--- src/rtl/alu_pkg.sv ---
// Shared ALU operation codes and the arbiter state encoding.
package alu_pkg;

   localparam logic [3:0] ALU_ADD = 4'b0000;
   localparam logic [3:0] ALU_OR  = 4'b0001;
   localparam logic [3:0] ALU_AND = 4'b0010;
   localparam logic [3:0] ALU_SUB = 4'b0110;

   typedef enum logic [1:0] {
      IDLE = 2'd0,
      EXEC = 2'd1,
      RESP = 2'd2
   } arb_state_t;

endpackage : alu_pkg

--- src/rtl/rr_arbiter.sv ---
// Combinational round-robin picker: first asserted request at or above the
// pointer, wrapping around, as both a one-hot grant and an index.
module rr_arbiter #(
   parameter int unsigned NUM_REQ = 2,
   parameter int unsigned IW      = (NUM_REQ > 1) ? $clog2(NUM_REQ) : 1
) (
   input  logic [NUM_REQ-1:0] i_req,
   input  logic [IW-1:0]      i_rr_ptr,
   output logic [NUM_REQ-1:0] o_grant,
   output logic [IW-1:0]      o_grant_idx,
   output logic               o_any
);

   always_comb begin
      int unsigned v_idx;
      o_grant     = '0;
      o_grant_idx = '0;
      o_any       = 1'b0;
      for (int unsigned k = 0; k < NUM_REQ; k++) begin
         v_idx = (32'(i_rr_ptr) + k) % NUM_REQ;
         if (!o_any && i_req[v_idx]) begin
            o_any          = 1'b1;
            o_grant[v_idx] = 1'b1;
            o_grant_idx    = IW'(v_idx);
         end
      end
   end

endmodule : rr_arbiter

--- src/rtl/alu_arbiter.sv ---
// Shares one external combinational ALU between NUM_REQ requesters:
// round-robin accept, one registered operation in flight, held response.
module alu_arbiter
   import alu_pkg::*;
#(
   parameter int unsigned NUM_REQ = 2,
   parameter int unsigned WIDTH   = 32
) (
   input  logic                     clk,
   input  logic                     rst_n,
   input  logic [NUM_REQ-1:0]       req_valid,
   output logic [NUM_REQ-1:0]       req_ready,
   input  logic [4*NUM_REQ-1:0]     req_op,
   input  logic [WIDTH*NUM_REQ-1:0] req_a,
   input  logic [WIDTH*NUM_REQ-1:0] req_b,
   output logic [NUM_REQ-1:0]       resp_valid,
   input  logic [NUM_REQ-1:0]       resp_ready,
   output logic [WIDTH-1:0]         resp_result,
   output logic                     resp_zero,
   output logic [3:0]               alu_op,
   output logic [WIDTH-1:0]         alu_operand1,
   output logic [WIDTH-1:0]         alu_operand2,
   input  logic [WIDTH-1:0]         alu_result,
   input  logic                     alu_zero
);

   localparam int unsigned IW = (NUM_REQ > 1) ? $clog2(NUM_REQ) : 1;

   arb_state_t         r_state, w_state_nxt;
   logic [IW-1:0]      r_rr_ptr, r_grant_idx, w_grant_idx;
   logic [NUM_REQ-1:0] w_grant;
   logic               w_any, w_accept, w_resp_done;
   logic [3:0]         r_op;
   logic [WIDTH-1:0]   r_a, r_b, r_result;
   logic               r_zero;

   rr_arbiter #(
      .NUM_REQ (NUM_REQ),
      .IW      (IW)
   ) u_rr (
      .i_req       (req_valid),
      .i_rr_ptr    (r_rr_ptr),
      .o_grant     (w_grant),
      .o_grant_idx (w_grant_idx),
      .o_any       (w_any)
   );

   always_ff @(posedge clk) begin
      if (!rst_n) r_state <= IDLE;
      else        r_state <= w_state_nxt;
   end

   always_comb begin
      w_state_nxt = r_state;
      req_ready   = '0;
      resp_valid  = '0;
      w_accept    = 1'b0;
      w_resp_done = 1'b0;
      case (r_state)
         IDLE: begin
            req_ready = w_grant;
            if (w_any) begin
               w_accept    = 1'b1;
               w_state_nxt = EXEC;
            end
         end
         EXEC: w_state_nxt = RESP;
         RESP: begin
            resp_valid[r_grant_idx] = 1'b1;
            if (resp_ready[r_grant_idx]) begin
               w_resp_done = 1'b1;
               w_state_nxt = IDLE;
            end
         end
         default: w_state_nxt = IDLE;
      endcase
   end

   // Operand registers load only on acceptance so the ALU inputs stay quiet otherwise.
   always_ff @(posedge clk) begin
      if (!rst_n) begin
         r_rr_ptr    <= '0;
         r_grant_idx <= '0;
         r_op        <= '0;
         r_a         <= '0;
         r_b         <= '0;
         r_result    <= '0;
         r_zero      <= 1'b0;
      end else begin
         if (w_accept) begin
            r_grant_idx <= w_grant_idx;
            r_op        <= req_op[w_grant_idx*4 +: 4];
            r_a         <= req_a[w_grant_idx*WIDTH +: WIDTH];
            r_b         <= req_b[w_grant_idx*WIDTH +: WIDTH];
         end
         if (r_state == EXEC) begin
            r_result <= alu_result;
            r_zero   <= alu_zero;
         end
         if (w_resp_done)
            r_rr_ptr <= (r_grant_idx == IW'(NUM_REQ - 1)) ? '0 : r_grant_idx + 1'b1;
      end
   end

   assign alu_op       = r_op;
   assign alu_operand1 = r_a;
   assign alu_operand2 = r_b;
   assign resp_result  = r_result;
   assign resp_zero    = r_zero;

endmodule : alu_arbiter

--- config.mk ---
export PLATFORM = sky130hd
export DESIGN_NAME = alu_arbiter
export DESIGN_NICKNAME = d
export VERILOG_FILES = /design/src/rtl/alu_pkg.sv /design/src/rtl/rr_arbiter.sv /design/src/rtl/alu_arbiter.sv
export SDC_FILE = /design/constraint.sdc
export NUM_CORES = 1
export LEC_CHECK = 0
export CORE_ASPECT_RATIO = 0.9
export CORE_MARGIN = 4
export CORE_UTILIZATION = 35
export DETAILED_ROUTE_END_ITERATION = 10
export HOLD_SLACK_MARGIN = 0.06
export PLACE_DENSITY = 0.78
export SYNTH_ARGS = -nofsm -noshare
export SYNTH_HDL_FRONTEND = slang
export SYNTH_SLANG_ARGS = --single-unit
--- constraint.sdc ---
create_clock -name clk -period 1.2 [get_ports clk]
set_input_delay 0.18 -clock clk [delete_from_list [all_inputs] [get_ports clk]]
set_output_delay 0.18 -clock clk [all_outputs]
set_load 0.02 [all_outputs]
==> results of run 1 <==
==> per-layer routing <==
| metal | GRT usage [%] | routed length, um |
|---|---|---|
| met2 | 39.52 | 9741 |
| met3 | 8.730 | 1998 |
| met4 | 7.053 | 423 |
| met5 | 0 | 0 |
| met1 | 26.22 | 8221 |
==> power by group <==
part	switching, mW	internal [mW]	total [mW]
clock	1.37	1.49	2.85
sequential	0.199	3.85	4.05
combinational	1.70	1.80	3.50
total	3.26	7.14	10.4
==> worst max path at each step <==
stage / from / to / slack [ns] / cells past startpoint
2_1_floorplan: r_rr_ptr$_SDFFE_PN0P_ / alu_operand1[20]$_SDFFE_PN0P_ / -0.08 / 6
3_3_place_gp: req_valid[0] / req_ready[1] / -0.54 / 5
3_5_place_dp: req_valid[0] / alu_op[2]$_SDFFE_PN0P_ / -0.57 / 5
4_1_cts: r_rr_ptr$_SDFFE_PN0P_ / alu_operand1[7]$_SDFFE_PN0P_ / -0.20 / 5
5_1_grt: r_rr_ptr$_SDFFE_PN0P_ / alu_op[2]$_SDFFE_PN0P_ / -0.25 / 4
6_report: r_rr_ptr$_SDFFE_PN0P_ / alu_operand2[25]$_SDFFE_PN0P_ / -0.21 / 5
==> area by class of cell <==
cell class              count  area, um2  area share (%)
clock buffers              10      239.0           2.772
clock inverters             6      51.30          0.5950
inverters                   3      11.26          0.1306
multi-input cells         393       2789           32.35
flip-flops and latches    105       2108           24.45
well taps                 193      241.5           2.801
repair buffers            320       3182           36.90
==> cell families after synthesis <==
| family | Yosys count | share of synthesized area (%) |
|---|---|---|
| AOI/OAI and AO/OA | 245 | 37.31 |
| buffers and inverters | 74 | 7.047 |
| DFF | 105 | 40.97 |
| muxes | 1 | 0.1951 |
| and+or+nand+nor | 147 | 14.48 |
==> through the flow <==
stage / total power, mW / util (%) / instances / setup WS (ns)
2_1_floorplan: 5.821 / - / 572 / -0.07987
3_3_place_gp: 7.466 / 57.65 / 1002 / -0.5418
3_5_place_dp: 7.540 / 57.65 / 1002 / -0.5707
4_1_cts: 10.48 / 61.47 / 1026 / -0.2012
5_1_grt: 10.90 / 60.68 / 1030 / -0.2514
6_report: 10.41 / 60.68 / 1030 / -0.2052
==> timing repair <==
| item | in CTS | in global routing |
|---|---|---|
| hold endpoints to repair | 0 | 0 |
| setup buffers | 4 | 1 |
| endpoints found under the setup margin | 174 | 162 |
| cloned | 4 | 3 |
| gates resized for setup | 285 | 76 |
| pin swaps | 5 | 5 |
==> cells in the mapped netlist (all sizes together), types with 3 or more instances <==
cell type,count
buf,30
clkbuf,41
o21bai,68
o311a,68
dfxtp,105
and3,68
nor2,4
a21oi,37
a21boi,68
o21ai,3
nand2,67
==> flip-flops by register name, indices dropped and copies added (netlist names) <==
register,count
alu_operand2,32
r_grant_idx,1
r_rr_ptr,1
resp_zero,1
resp_result,32
alu_op,4
r_state,2
alu_operand1,32
==> impl_metrics.yaml, run 1 <==
sta:
  worst_slew_pin_slew_ns: 0.3465
  timing.final.crit_period_ns: 1.405
  skew_ns: 0.006333
  rsz0062_at_grt: "true"
  finalCritPeriodShare_pct: 117.1
  max_clock_freq_mhz: 711.6
  max_slew_margin_pct: 76.90
  finalHoldViolCount: 0
  finalSetupTns_ns: -13.16
  holdWs_ns: 0.2218
  post-route-worst-setup-slack_ns: -0.2052
  slew_violations: 0
  setup_viol: 73
run:
  cap_violations: 0
hold_path:
  min_path_type: "input pin to flip-flop"
  worstHoldStart: "rst_n"
  whs_endpoint: "alu_operand2[15]$_SDFFE_PN0P_"
  whs_path_depth: 2
placement:
  hpwlAfterDp_um: 13520
  place_congestion: 0.8206
  dpl-instance-area_um2: 8192
  portBuffers: 279
die:
  row_count: 41
  coreArea_um2: 14210
  die_h_um: 122.9
  io_pins: 280
  die-area_um2: 16660
  start_util_pct: 36.11
  die_width_um: 135.6
routing:
  ant_nets: 0
  num_vias: 5637
  drt_iter0_markers: 278
  route.detailed.drc: 0
  routed_wl_um: 20380
  wl_per_cell_um: 19.79
  viasPerCell: 5.473
  dr.pass1.iters: 4
setup_path:
  start_kind: "flip-flop"
  regToRegStartpoint: "r_rr_ptr$_SDFFE_PN0P_"
  worstPathMaxFanout: 25
  critPathBufInv: 2
  path_cells: "nand2b_4, buf_12, buf_16, and3_4, o311a_1"
  r2r_cells: 5
  critPathCaptureType: "flip-flop"
  crit_slowest_cell: "dfxtp_2"
  cpPeakStageDelay_ns: 0.33
  path_class: "flip-flop to flip-flop"
  crit_family: "simple AND/OR/NAND/NOR gates"
  worstPathRequired_ns: 1.43
  worstPathArrival_ns: 1.64
  reg2reg_to: "alu_operand2[25]$_SDFFE_PN0P_"
  timing.reg2reg.setup_slack_ns: -0.21
synthesis:
  ys_seq_area_share_pct: 40.97
  synthCells: 572
  yosysUniqueCellTypes: 26
  syn_avg_cell_area_um2: 8.971
  yosysWarnings: 0
  synthTopCellsByArea: "dfxtp_1 41%, o311a_1 13%, o21bai_1 9.9%"
  syn_area_um2: 5131
  async_reset_ff_share_pct: 0
  ys_ff_latch: 105
  synth_top_area_share_pct: 40.97
  synth_ff_type: "dfxtp_1"
  yosysTopAreaCell: "dfxtp_1"
  syn_nets: 747
  synth_enable_flop_cells: 0
layout:
  syn_to_final_growth_pct: 68.03
  drive_gt1_share_pct: 20.91
  fin_nets: 1007
  fill_cells: 1210
  mostFrequentLayoutCell: "clkdlybuf4s50_1"
  stdcell_area_um2: 8622
  n_antenna_cell: 0
  final_cell_mix: "172 x clkdlybuf4s50_1, 102 x dfxtp_1, 68 x o311a_1"
status:
  violations: "setup timing"
  status: "finished with violations"
power:
  p_per_area_nw_per_um2: 1207
  ir_drop_v: 0.0009822
  p_leak_nw: 3.719
clock_network:
  holdBufCountCts: 0
  clock_path_buffers: 2
  cts_tree: "done"
  htreeDepth: 3
  insertion_delay_ns: 0.35
  numCtsBuffers: 9
  cts_sinks: 105
  cts-root-buf: "clkbuf_16"
  cts.clk_slew.worst_paths_ns: 0.07
global_routing:
  antenna_found_initial: 0
  grt_overflow: 0
  first_global_vias: 5824
  grt_pass1_wl_um: 30130
  grt_max_degree: 44
  grt_usage_pct: 22.84
No activity file was read; power rests on OpenSTA's default activity.
==> inputs of run 2 (changes only) <==
Settings changed: CAP_MARGIN set to 20.
==> results of run 2 <==
Same layout as run 1: the final DEF is identical, and so are final timing and power.
==> inputs of run 3 (changes only) <==
Settings changed: CORE_MARGIN 4 to unset, CORE_UTILIZATION 35 to 33, PLACE_DENSITY 0.78 to 0.79, SYNTH_HIERARCHICAL set to 1.
==> impl_metrics.yaml, run 3 <==
clock_network:
  cts.clk_slew.worst_paths_ns: 0.07
  cts-root-buf: "clkbuf_16"
  cts_tree: "done"
  insertion_delay_ns: 0.35
  htreeDepth: 3
  clock_path_buffers: 2
  cts_sinks: 105
  numCtsBuffers: 9
die:
  die_width_um: 123.3
  row_count: 39
  die-area_um2: 13700
  coreArea_um2: 12780
  start_util_pct: 34.17
  io_pins: 280
  die_h_um: 111.1
synthesis:
  yosysMostFrequentCell: "dfxtp_1"
  syn_nets: 576
  yosysWarnings: 6
  ys_ff_latch: 105
  synth_ff_type: "dfxtp_1"
  async_reset_ff_share_pct: 0
  synthTopCellsByArea: "dfxtp_1 48%, mux2i_1 16%, o2bb2ai_1 9.6%"
  synth_top_area_share_pct: 48.12
  synth_commonest_cells: "105 x dfxtp_1, 69 x mux2i_1, 67 x nand2_1"
  syn_avg_cell_area_um2: 10.89
  yosysTopAreaCell: "dfxtp_1"
  synth_enable_flop_cells: 0
  yosysUniqueCellTypes: 23
  ys_seq_area_share_pct: 48.12
  synthCells: 401
  syn_area_um2: 4368
routing:
  route.detailed.drc: 0
  dr.pass1.iters: 5
  routed_wl_um: 16000
  wl_per_cell_um: 18.12
  drt_iter0_markers: 97
  ant_nets: 0
  viasPerCell: 4.901
  num_vias: 4328
setup_path:
  regToRegStartpoint: "r_rr_ptr$_SDFFE_PN0P_"
  start_kind: "flip-flop"
  timing.reg2reg.setup_slack_ns: -0.26
  reg2reg_to: "alu_operand1[17]$_SDFFE_PN0P_"
  path_class: "flip-flop to primary output"
  worstPathArrival_ns: 1.30
  worstPathRequired_ns: 1.02
  r2r_cells: 7
  critPathCaptureType: "primary output"
  worstPathMaxFanout: 3
status:
  violations: "setup timing"
  status: "finished with violations"
hold_path:
  whs_endpoint: "resp_result[0]$_SDFFE_PN0N_"
  worstHoldStart: "alu_result[0]"
  whs_path_depth: 3
  min_path_type: "input pin to flip-flop"
layout:
  fill_cells: 968
  stdcell_area_um2: 8451
  final_cell_mix: "172 x clkdlybuf4s50_1, 102 x dfxtp_1, 49 x mux2i_1"
  mostFrequentLayoutCell: "clkdlybuf4s50_1"
  regArea_um2: 2108
  n_antenna_cell: 0
  multi_input_comb_area_um2: 2441
  fin_nets: 889
  drive_gt1_share_pct: 38.53
  syn_to_final_growth_pct: 93.47
sta:
  setup_viol: 107
  finalHoldViolCount: 0
  finalCritPeriodShare_pct: 123.1
  slew_violations: 0
  rsz0062_at_grt: "true"
  holdWs_ns: 0.3822
  post-route-worst-setup-slack_ns: -0.2771
  timing.final.crit_period_ns: 1.477
  worst_slew_pin_slew_ns: 0.3080
  max_slew_margin_pct: 79.40
  skew_ns: 0.005948
  max_clock_freq_mhz: 677.0
power:
  p_per_area_nw_per_um2: 1177
  ir_drop_v: 0.0007990
  p_leak_nw: 3.358
global_routing:
  grt_usage_pct: 22.43
  antenna_found_initial: 0
  first_global_vias: 4486
  grt_overflow: 0
  grt_max_degree: 24
  grt_pass1_wl_um: 23270
placement:
  portBuffers: 279
  dpl-instance-area_um2: 7515
  place_congestion: 0.8185
  hpwlAfterDp_um: 10490
run:
  cap_violations: 0
[run 3: how the worst max path moves through the flow]
| stage | startpoint | end | slack [ns] |
|---|---|---|---|
| after floorplan | r_rr_ptr$_SDFFE_PN0P_ | alu_operand1[0]$_SDFFE_PN0P_ | -0.08 |
| after global placement | req_valid[0] | req_ready[0] | -1.00 |
| after detailed placement | req_valid[0] | req_ready[0] | -0.94 |
| after CTS | r_state[0]$_SDFFE_PN0P_ | req_ready[1] | -0.25 |
| after global routing | r_rr_ptr$_SDFFE_PN0P_ | req_ready[1] | -0.31 |
| final | r_rr_ptr$_SDFFE_PN0P_ | req_ready[1] | -0.28 |
[run 3: timing repair]
action | 4_1_cts | 5_1_grt
gates resized for setup | 335 | 161
hold buffers | 0 | 0
pin swaps | 4 | 32
buffers inserted | 11 | 11
gates cloned | 9 | 5
setup endpoints to repair | 177 | 171
[run 3: metal layers]
metal / wire, um / global-route usage, %
met1: 6211 / 24.84
met2: 8325 / 40.45
met3: 1187 / 7.510
met4: 274 / 5.462
met5: 0 / 0
[run 3: logic make-up (layout without fill, tap and decap cells)]
| group | Yosys count | in the layout | share of synthesized area (%) |
|---|---|---|---|
| AOI/OAI and AO/OA | 109 | 109 | 23.35 |
| buffers and inverters | 38 | 356 | 4.784 |
| DFF | 105 | 105 | 48.12 |
| muxes | 69 | 69 | 15.81 |
| and+or+nand+nor | 80 | 80 | 7.935 |
[run 3: worst max-delay path, cell delays in order (launching register included)]
cell and delay, ns:
dfxtp_2 0.35, inv_2 0.04, a21boi_1 0.12, nor3b_2 0.25, buf_4 0.19
[run 3: stage by stage]
stage               setup TNS, ns  util [%]  instances  worst slack (ns)  total power [mW]
floorplan                  -3.302         -        401          -0.08245             5.234
CTS                        -15.54     65.29        871           -0.2522             9.844
finish                     -20.10     66.10        883           -0.2771             9.949
global placement           -45.15     58.78        837            -1.002             6.684
detailed placement         -48.98     58.78        837           -0.9358             6.738
global route               -25.22     66.10        883           -0.3078             10.38
[run 3: area by class of cell]
type / count / share of cell area (%)
repair buffers: 337 / 40.20
multi-input cells: 258 / 28.89
flip-flops and latches: 105 / 24.95
clock buffers: 10 / 2.828
well taps: 164 / 2.428
clock inverters: 6 / 0.5774
inverters: 3 / 0.1333
[run 3: report_power, final]
group          switching, mW  internal, mW  leakage [nW]
combinational           1.43          1.68          2.36
clock                   1.34          1.49         0.132
sequential             0.198          3.81         0.865
total                   2.98          6.97          3.36
